### src/rtl/traffic_sequencer.sv
// traffic_sequencer: powers, times and monitors one traffic light FSM.
// Optional TRAFFIC_SEQ_AUTORESTART_EN: timed retry after a fault.
module traffic_sequencer #(
  parameter int         G_TIME      = 8,
  parameter int         Y_TIME      = 3,
  parameter int         R_TIME      = 6,
  parameter int         PED_MIN     = 2,
  parameter int         ACK_TIMEOUT = 4,
  parameter int         CW          = 8,
  parameter logic [1:0] ST_G        = 2'b01,
  parameter logic [1:0] ST_Y        = 2'b10,
  parameter logic [1:0] ST_R        = 2'b11
) (
  input  logic       CLK,
  input  logic       RST_N,
  input  logic       EN,
  input  logic       PED_REQ,
  input  logic       G,
  input  logic       Y,
  input  logic       R,
  input  logic [1:0] CURST,
  output logic       POW,
  output logic       STR,
  output logic       PED_ACK,
  output logic       FAULT,
  output logic [1:0] FAULT_CODE
);

  typedef enum logic [2:0] {
    IDLE, PWRUP, DWELL, PULSE, WAIT_ACK, FLT
  } state_e;

  localparam logic [CW-1:0] PM1 = CW'(PED_MIN - 1);
  localparam logic [CW-1:0] TMO = CW'(ACK_TIMEOUT - 1);

  state_e        state_q;
  logic [1:0]    phase_q;
  logic [1:0]    code_q;
  logic [CW-1:0] cnt_q;
  logic [CW-1:0] tmo_q;
  logic          ped_q;
  logic          req_q;
  logic          bad_q;
  logic          pow_q;
  logic          str_q;
  logic          ack_q;
  logic          flt_q;
`ifdef TRAFFIC_SEQ_AUTORESTART_EN
  logic [3:0]    hold_q;
  logic [1:0]    retry_q;
`endif

  logic       vlit;
  logic       new_ph;
  logic       ped_eff;
  logic       chk;
  logic       enter;
  logic       f01;
  logic       f11;
  logic       f10;
  logic       fhit;
  logic [1:0] fcode;

  function automatic logic [CW-1:0] dwell_ld(input logic [1:0] s);
    if (s == ST_G) return CW'(G_TIME - 1);
    if (s == ST_Y) return CW'(Y_TIME - 1);
    return CW'(R_TIME - 1);
  endfunction

  always_comb begin
    vlit = ({G, Y, R} == 3'b100 && CURST == ST_G) ||
           ({G, Y, R} == 3'b010 && CURST == ST_Y) ||
           ({G, Y, R} == 3'b001 && CURST == ST_R);
    new_ph  = vlit && (CURST != phase_q);
    ped_eff = ped_q | (PED_REQ & ~req_q);
    chk     = (state_q == DWELL) || (state_q == PULSE) ||
              (state_q == WAIT_ACK);
    enter   = (state_q == PWRUP && vlit) ||
              (state_q == WAIT_ACK && new_ph);
    f01 = chk && !vlit && bad_q;
    f11 = (state_q == DWELL) && new_ph;
    f10 = (state_q == PWRUP && !vlit && tmo_q >= TMO) ||
          (state_q == WAIT_ACK && !new_ph && tmo_q >= TMO);
    fhit = f01 | f11 | f10;
    if (f01)      fcode = 2'b01;
    else if (f11) fcode = 2'b11;
    else          fcode = 2'b10;
  end

  always_ff @(posedge CLK or negedge RST_N) begin
    if (!RST_N) begin
      state_q <= IDLE;
      phase_q <= 2'b00;
      code_q  <= 2'b00;
      cnt_q   <= '0;
      tmo_q   <= '0;
      ped_q   <= 1'b0;
      req_q   <= 1'b0;
      bad_q   <= 1'b0;
      pow_q   <= 1'b0;
      str_q   <= 1'b0;
      ack_q   <= 1'b0;
      flt_q   <= 1'b0;
`ifdef TRAFFIC_SEQ_AUTORESTART_EN
      hold_q  <= '0;
      retry_q <= '0;
`endif
    end else begin
      req_q <= PED_REQ;
      str_q <= 1'b0;
      ack_q <= 1'b0;
      unique case (state_q)
        IDLE: begin
          pow_q  <= 1'b0;
          ped_q  <= 1'b0;
          flt_q  <= 1'b0;
          code_q <= 2'b00;
`ifdef TRAFFIC_SEQ_AUTORESTART_EN
          retry_q <= '0;
`endif
          if (EN) begin
            state_q <= PWRUP;
            pow_q   <= 1'b1;
            tmo_q   <= '0;
          end
        end
        FLT: begin
          if (!EN) begin
            state_q <= IDLE;
            flt_q   <= 1'b0;
            code_q  <= 2'b00;
          end
`ifdef TRAFFIC_SEQ_AUTORESTART_EN
          else if (retry_q != 2'd3) begin
            if (hold_q == 4'd15) begin
              state_q <= PWRUP;
              pow_q   <= 1'b1;
              flt_q   <= 1'b0;
              tmo_q   <= '0;
            end else begin
              hold_q <= hold_q + 1'b1;
            end
          end
`endif
        end
        default: begin
          if (!EN) begin
            state_q <= IDLE;
            pow_q   <= 1'b0;
            ped_q   <= 1'b0;
            bad_q   <= 1'b0;
          end else if (fhit) begin
            state_q <= FLT;
            pow_q   <= 1'b0;
            flt_q   <= 1'b1;
            code_q  <= fcode;
            ped_q   <= 1'b0;
            bad_q   <= 1'b0;
`ifdef TRAFFIC_SEQ_AUTORESTART_EN
            hold_q  <= '0;
            retry_q <= retry_q + 1'b1;
`endif
          end else begin
            ped_q <= ped_eff;
            bad_q <= ~vlit;
            if (enter) begin
              state_q <= DWELL;
              phase_q <= CURST;
              cnt_q   <= dwell_ld(CURST);
              // Crossing is granted as red begins
              if (CURST == ST_R && ped_eff) begin
                ack_q <= 1'b1;
                ped_q <= 1'b0;
              end
`ifdef TRAFFIC_SEQ_AUTORESTART_EN
              if (phase_q == ST_R && CURST == ST_G) retry_q <= '0;
`endif
            end else begin
              unique case (state_q)
                DWELL: begin
                  if (phase_q == ST_G && ped_eff && cnt_q > PM1) begin
                    cnt_q <= PM1;
                  end else if (cnt_q == '0) begin
                    state_q <= PULSE;
                    str_q   <= 1'b1;
                    tmo_q   <= '0;
                  end else begin
                    cnt_q <= cnt_q - 1'b1;
                  end
                end
                PULSE: begin
                  state_q <= WAIT_ACK;
                  tmo_q   <= tmo_q + 1'b1;
                end
                default: tmo_q <= tmo_q + 1'b1;
              endcase
            end
          end
        end
      endcase
    end
  end

  assign POW        = pow_q;
  assign STR        = str_q;
  assign PED_ACK    = ack_q;
  assign FAULT      = flt_q;
  assign FAULT_CODE = code_q;

endmodule

### config.mk
export PLATFORM = sky130hd
export DESIGN_NAME = traffic_sequencer
export DESIGN_NICKNAME = d
export VERILOG_FILES = /design/src/rtl/traffic_sequencer.sv
export SDC_FILE = /design/constraint.sdc
export NUM_CORES = 1
export LEC_CHECK = 0
export ABC_AREA = 1
export CORE_MARGIN = 8
export CORE_UTILIZATION = 40
export CTS_CLUSTER_DIAMETER = 120
export DETAILED_ROUTE_END_ITERATION = 16
export PLACE_DENSITY = 0.57
export SLEW_MARGIN = 10
export SYNTH_ARGS = -nofsm -noshare
export SYNTH_HDL_FRONTEND = slang
export SYNTH_SLANG_ARGS = --single-unit
export TNS_END_PERCENT = 50
### constraint.sdc
create_clock -name CLK -period 2.2 [get_ports CLK]
set_input_delay 0.44 -clock CLK [delete_from_list [all_inputs] [get_ports CLK]]
set_output_delay 0.44 -clock CLK [all_outputs]
set_load 0.01 [all_outputs]
# After elaboration in Yosys (flattened, before gate mapping)
# Cells that the tools add are included.
# op_classes
n_addsub	2
multipliers	0
div	0
n_lt_le_gt_ge	2
n_eq_ne	24
shifts	0
muxes	69
bitwise	9
n_reduce_logical	36
# op_table
cell	n
$mux 8	15
$mux 1	36
$mux 3	7
$logic_and 1x1->1	16
$pmux 8 s2	1
$pmux 3 s2	2
$reduce_and 5->1	2
$eq 3x2->1 const B	3
$eq 3x3->1 const B	3
$add 8x1->8 const B	1
$ge 8x2->1 const B	1
$gt 8x1->1 const B	1
$logic_not 8->1	1
$mux 2	4
$sub 8x1->8 const B	1
$eq 3x1->1 const B	2
$logic_or 1x1->1	6
$ne 3x1->1 const B	2
$ne 6x1->1 const B	1
$ne 6x4->1 const B	1
$ne 6x5->1 const B	1
$pmux 1 s2	3
$reduce_and 6->1	1
$reduce_bool 3->1	2
18 further kinds	29
# totals
regBits	30
latch_bits	0
ram_bits	0
romBits	0
elab_cells	154
mem_count	0

# Longest topological paths before layout
# Gate-level depths: netlist of run 1.
# depth
word_depth	21
ltp_mapped	14
depth_no_buf	14

# Least setup slack after synthesis of run 1
# Ideal clock, no wire load.
# synth_path
kind	input to register
start	input CURST[0]
end	register tmo_q[4]
setup_ns	0.117
arrival_ns	1.610
required_time_ns	2.083
setup_slack_ns	0.473
cell_stages	14
path_buffers	0
path_cell_list	inv_1 ha_1 nand2_1 nand2_1 nand2_1 nand2_2 nand3_1 nand2_1 inv_2 nand2_4 inv_2 nand3_4 nand2_1 nand2_1
# synth_between
elab_chain_len	12
word_cells_on_any_way	28
classes_between	eq/ne: 6; bitwise: 2; reduce/logical: 20
# synth_lines
element	line	text
start: declaration	21	input logic [1:0] CURST,
$eq 2x1->1 / $eq 2x2->1 (equally long branches)	71, 72	
$logic_and 1x1->1, on equally long branches	71, 72	
$logic_or 1x1->1	71	vlit = ({G, Y, R} == 3'b100 && CURST == ST_G) ||
$logic_or 1x1->1	72	({G, Y, R} == 3'b010 && CURST == ST_Y) ||
$logic_and 1x1->1	74	new_ph = vlit && (CURST != phase_q);
$logic_not 1->1	83	(state_q == WAIT_ACK && !new_ph && tmo_q >= TMO);
$logic_and 1x1->1 (2 in series)	83	
$logic_or 1x1->1	82	f10 = (state_q == PWRUP && !vlit && tmo_q >= TMO) ||
$or 1x1->1	84	fhit = f01 | f11 | f10;
$ne 2x1->1 (no source line)	n/a	
$reduce_and 6->1 (no source line) *	n/a	
end signal: assignment	193	tmo_q <= tmo_q + 1'b1;
end signal: assignment	195	default: tmo_q <= tmo_q + 1'b1;
end: declaration	40	logic [CW-1:0] tmo_q;
# Every way passes the cells marked *; elsewhere a longest branch is shown, timed or not.
# A chain may end at the register's enable or synchronous reset.

# Final worst setup path of run 1
# layout_path
start	register tmo_q[0]
end	register pow_q, in the netlist POW
# layout_between
elab_chain_len	6
word_cells_on_any_way	7
classes_between	order compare: 1; eq/ne: 1; bitwise: 1; reduce/logical: 4
# layout_lines
element	line	text
$ge 8x2->1 *	82, 83	
$logic_and 1x1->1, on equally long branches	82, 83	
$logic_or 1x1->1 *	82	
$or 1x1->1 *	84	
$ne 3x1->1 (no source line) *	n/a	
$reduce_and 2->1 (no source line) *	n/a	
end signal: assignment	100	pow_q <= 1'b0;
end signal: assignment	114	pow_q <= 1'b0;
end signal: assignment	123	pow_q <= 1'b1;
end: declaration	44	logic pow_q;
# Marked as above.

==> flow_summary.yaml, run 1 <==
timing:
  slew_viol_final: 0
  max_slew.worst_pin.slew_ns: 0.393
  final.setup_skew_ns: 0.00815
  maximum_operating_frequency_ghz: 0.528
  finalSetupViolations: 0
  tns_ns: 0
  hold_viol: 0
  grt_setup_unrepaired: "false"
  setup_slack_ns: 0.305
  timing.max_slew.rel_slack: 0.736
  post-route-period-util: 0.861
  final_period_minus_worst_setup_slack_ns: 1.89
power_and_ir_drop:
  leakage_nw: 1.32
  power-per-cell-area_nw_per_um2: 1110
  vdd.ir_drop.worst_v: 0.000475
  power.total_w: 0.00276
global_routing:
  first_global_vias: 1834
  number_of_antenna_violations_at_the_first_check_in_global_routing: 0
  largest_net_degree_at_the_start_of_global_routing: 31
  grt-ovfl-total: 0
  global_route_usage_sum: 0.134
  wire_length_of_the_first_global_routing_pass_mm: 8.18
yosys:
  post-synth-top-area-fraction: 0.367
  synth-seq-cells: 30
  synth_cell_types: 33
  mappedNetlistArea_um2: 2050
  synth-seq-area-share: 0.367
  netlist_instances: 282
  postSynthNetCount: 297
  synth_area_leaders: "dfrtp_1, nand2_1, inv_1"
  synthDominantAreaCellType: "dfrtp_1"
  synth_area_per_cell_um2: 7.26
  ys_warn_count: 0
status:
  run_status: "completed"
critical_path:
  critical_path.reg2reg.startpoint: "tmo_q[0]"
  worst_setup_path_startpoint: "tmo_q[0]"
  timing.critical_path.to_type: "flop"
  worstPathRequired_ns: 2.42
  timing.critical_path.fanout_max: 10
  worstPathArrival_ns: 2.12
  cp-endpoint: "POW"
  ff_to_ff_end: "POW"
  start_kind: "flop"
  ff2ff_path_depth: 10
  regToRegSetupSlack_ns: 0.31
  path_class: "flop to flop"
floorplan:
  initial_core_utilization: 0.409
  die_width_um: 87.6
  num_io_pins: 15
  cell_row_count: 26
  die_boundary_height_um: 87.6
  placeableCoreArea_um2: 5010
  fp.dieArea_um2: 7670
cells_and_area:
  multi_input_comb_area_um2: 1130
  nets: 332
  insertedDiodeCount: 0
  drive_above_1_share: 0.180
  utilization: 0.499
  count_of_filler_cells_inserted_in_the_layout: 519
  synthToLayoutAreaGrowth_pct: 21.9
  register_area_um2: 751
placed_design:
  pre_cts_slack_ns: -0.250
  port_buffers: 14
  dpl.hpwl_mm: 3.52
  globalplace.congestion: 0.811
drt:
  drt_iter0_drc: 69
  first_pass_iters: 4
  route.antenna.remaining_nets: 0
  totalWireLength_mm: 4.62
  route.detailed.wl_per_inst_um: 11.9
  num_vias: 1825
  route.detailed.vias_per_inst: 4.72
  drc_errors: 0
cts:
  cts-root-buf: "clkbuf_8"
  cts_made_buffers: 5
  insertion_delay_ns: 0.28
  cts.htree.levels: 2
  clock_pin_slew_of_the_registers_on_the_worst_case_setup_and_hold_paths_ns: 0.07
  cts-root-to-sink-buffers: 2
  hold_fix_buffers_cts: 0
  tritoncts_num_sinks: 30
  cts_tree: "built"
hold_path:
  hold_path.class: "flop to flop"
job:
  cap_violations: 0
## what timing repair did
| action | in CTS | in global routing |
|---|---|---|
| resized for setup | 0 | 7 |
| endpoints found under the setup margin | 0 | 25 |
| setup buffers | 0 | 1 |
| endpoints found under the hold margin | 0 | 0 |
## where the power goes
part	total, W	switching (W)	internal (W)
registers	0.000877	0.000147	0.000730
logic	0.00146	0.000879	0.000584
clock network	0.000422	0.000210	0.000212
## critical path: stages, from the launching register on
cell	delay [ns]
dfrtp_1	0.41
ha_1	0.23
or2_1	0.26
nor2_1	0.09
nand4_1	0.14
nand3_2	0.17
nand2_8	0.11
buf_4	0.17
o21ai_1	0.14
nand2_1	0.06
nand2_1	0.05
## cell families after synthesis
| family | share of synthesized area |
|---|---|
| flops | 0.367 |
| xor+xnor | 0.0342 |
| buf+inv | 0.0867 |
| compound gates | 0.0617 |
| simple gates | 0.414 |
| fa+ha+maj | 0.0367 |
## cells in the mapped netlist
master,count
nand2_1,96
dfrtp_1,30
buf_2,1
nor2_4,2
xor2_1,7
or2_2,1
o21ai_2,2
inv_1,30
a21oi_1,3
xnor2_1,1
nor3_1,7
nand3_2,1
nor4_1,2
o22ai_1,1
nand3_4,1
o21ai_1,5
nor2_2,4
nand4_1,10
buf_8,1
o21bai_1,2
nor3_2,2
nand3_1,17
buf_6,1
nor3b_1,1
nand2_4,3
or2_1,1
nor2_1,21
ha_1,6
inv_2,9
o31ai_2,1
nor2_8,2
nand2_2,4
o21ai_0,7
## worst min-delay path by stage
| stage | from | depth (start not counted) | slack (ns) | to |
|---|---|---|---|---|
| floorplan | RST_N | 0 | 0.14 | FAULT |
| global placement | POW | 2 | 0.46 | POW |
| detailed placement | FAULT_CODE[0] | 2 | 0.46 | FAULT_CODE[0] |
| CTS | POW | 2 | 0.48 | POW |
| global route | FAULT_CODE[0] | 2 | 0.50 | FAULT_CODE[0] |
| finish | POW | 2 | 0.47 | POW |
## area by class of cell
cell class | instances | share of cell area
multi-input cells | 210 | 0.453
repair buffers | 31 | 0.119
clock buffers | 5 | 0.0276
clock inverters | 2 | 0.00401
well taps | 70 | 0.0351
flip-flops and latches | 30 | 0.301
inverters | 39 | 0.0606
## through the flow
step / area (um2) / hold slack (ns) / std cells
6_report: 2500 / 0.474 / 387
5_1_grt: 2500 / 0.503 / 387
3_5_place_dp: 2390 / 0.462 / 379
4_1_cts: 2470 / 0.479 / 386
2_1_floorplan: 2050 / 0.144 / 282
3_3_place_gp: 2390 / 0.459 / 379
## placed cells by master, fill, tap and decap left out, types with 3 or more instances in the layout
cell type / instances
nand2_2: 5
a21oi_1: 3
dfrtp_1: 30
clkdlybuf4s50_1: 12
o21ai_0: 6
o21ai_1: 6
nor2_1: 21
nor2_2: 4
xor2_1: 7
nand3_1: 17
inv_1: 30
clkbuf_8: 5
nor3_1: 7
buf_4: 15
inv_2: 8
nand2_1: 95
nand4_1: 10
ha_1: 6
## routing by layer
layer  track usage  part of all wire  vias up
li1              -                 -      965
met1         0.170              0.50      839
met2         0.220              0.46       15
met3        0.0319             0.024        6
met4        0.0391             0.011        0
met5             0                 0        -
## sequential cells by signal, indices dropped and copies added (netlist names)
| signal | cells |
|---|---|
| cnt_q | 8 |
| FAULT | 1 |
| ped_q | 1 |
| POW | 1 |
| bad_q | 1 |
| req_q | 1 |
| PED_ACK | 1 |
| STR | 1 |
| FAULT_CODE | 2 |
| tmo_q | 8 |
| state_q | 3 |
| phase_q | 2 |
No activity file was read; power rests on OpenSTA's default activity.
==> run 2: changes to the inputs <==
Settings changed: CTS_CLUSTER_SIZE set to 20, GPL_ROUTABILITY_DRIVEN set to 0.
==> results of run 2 <==
The final DEF is identical to that of run 1; final timing and power are the same.
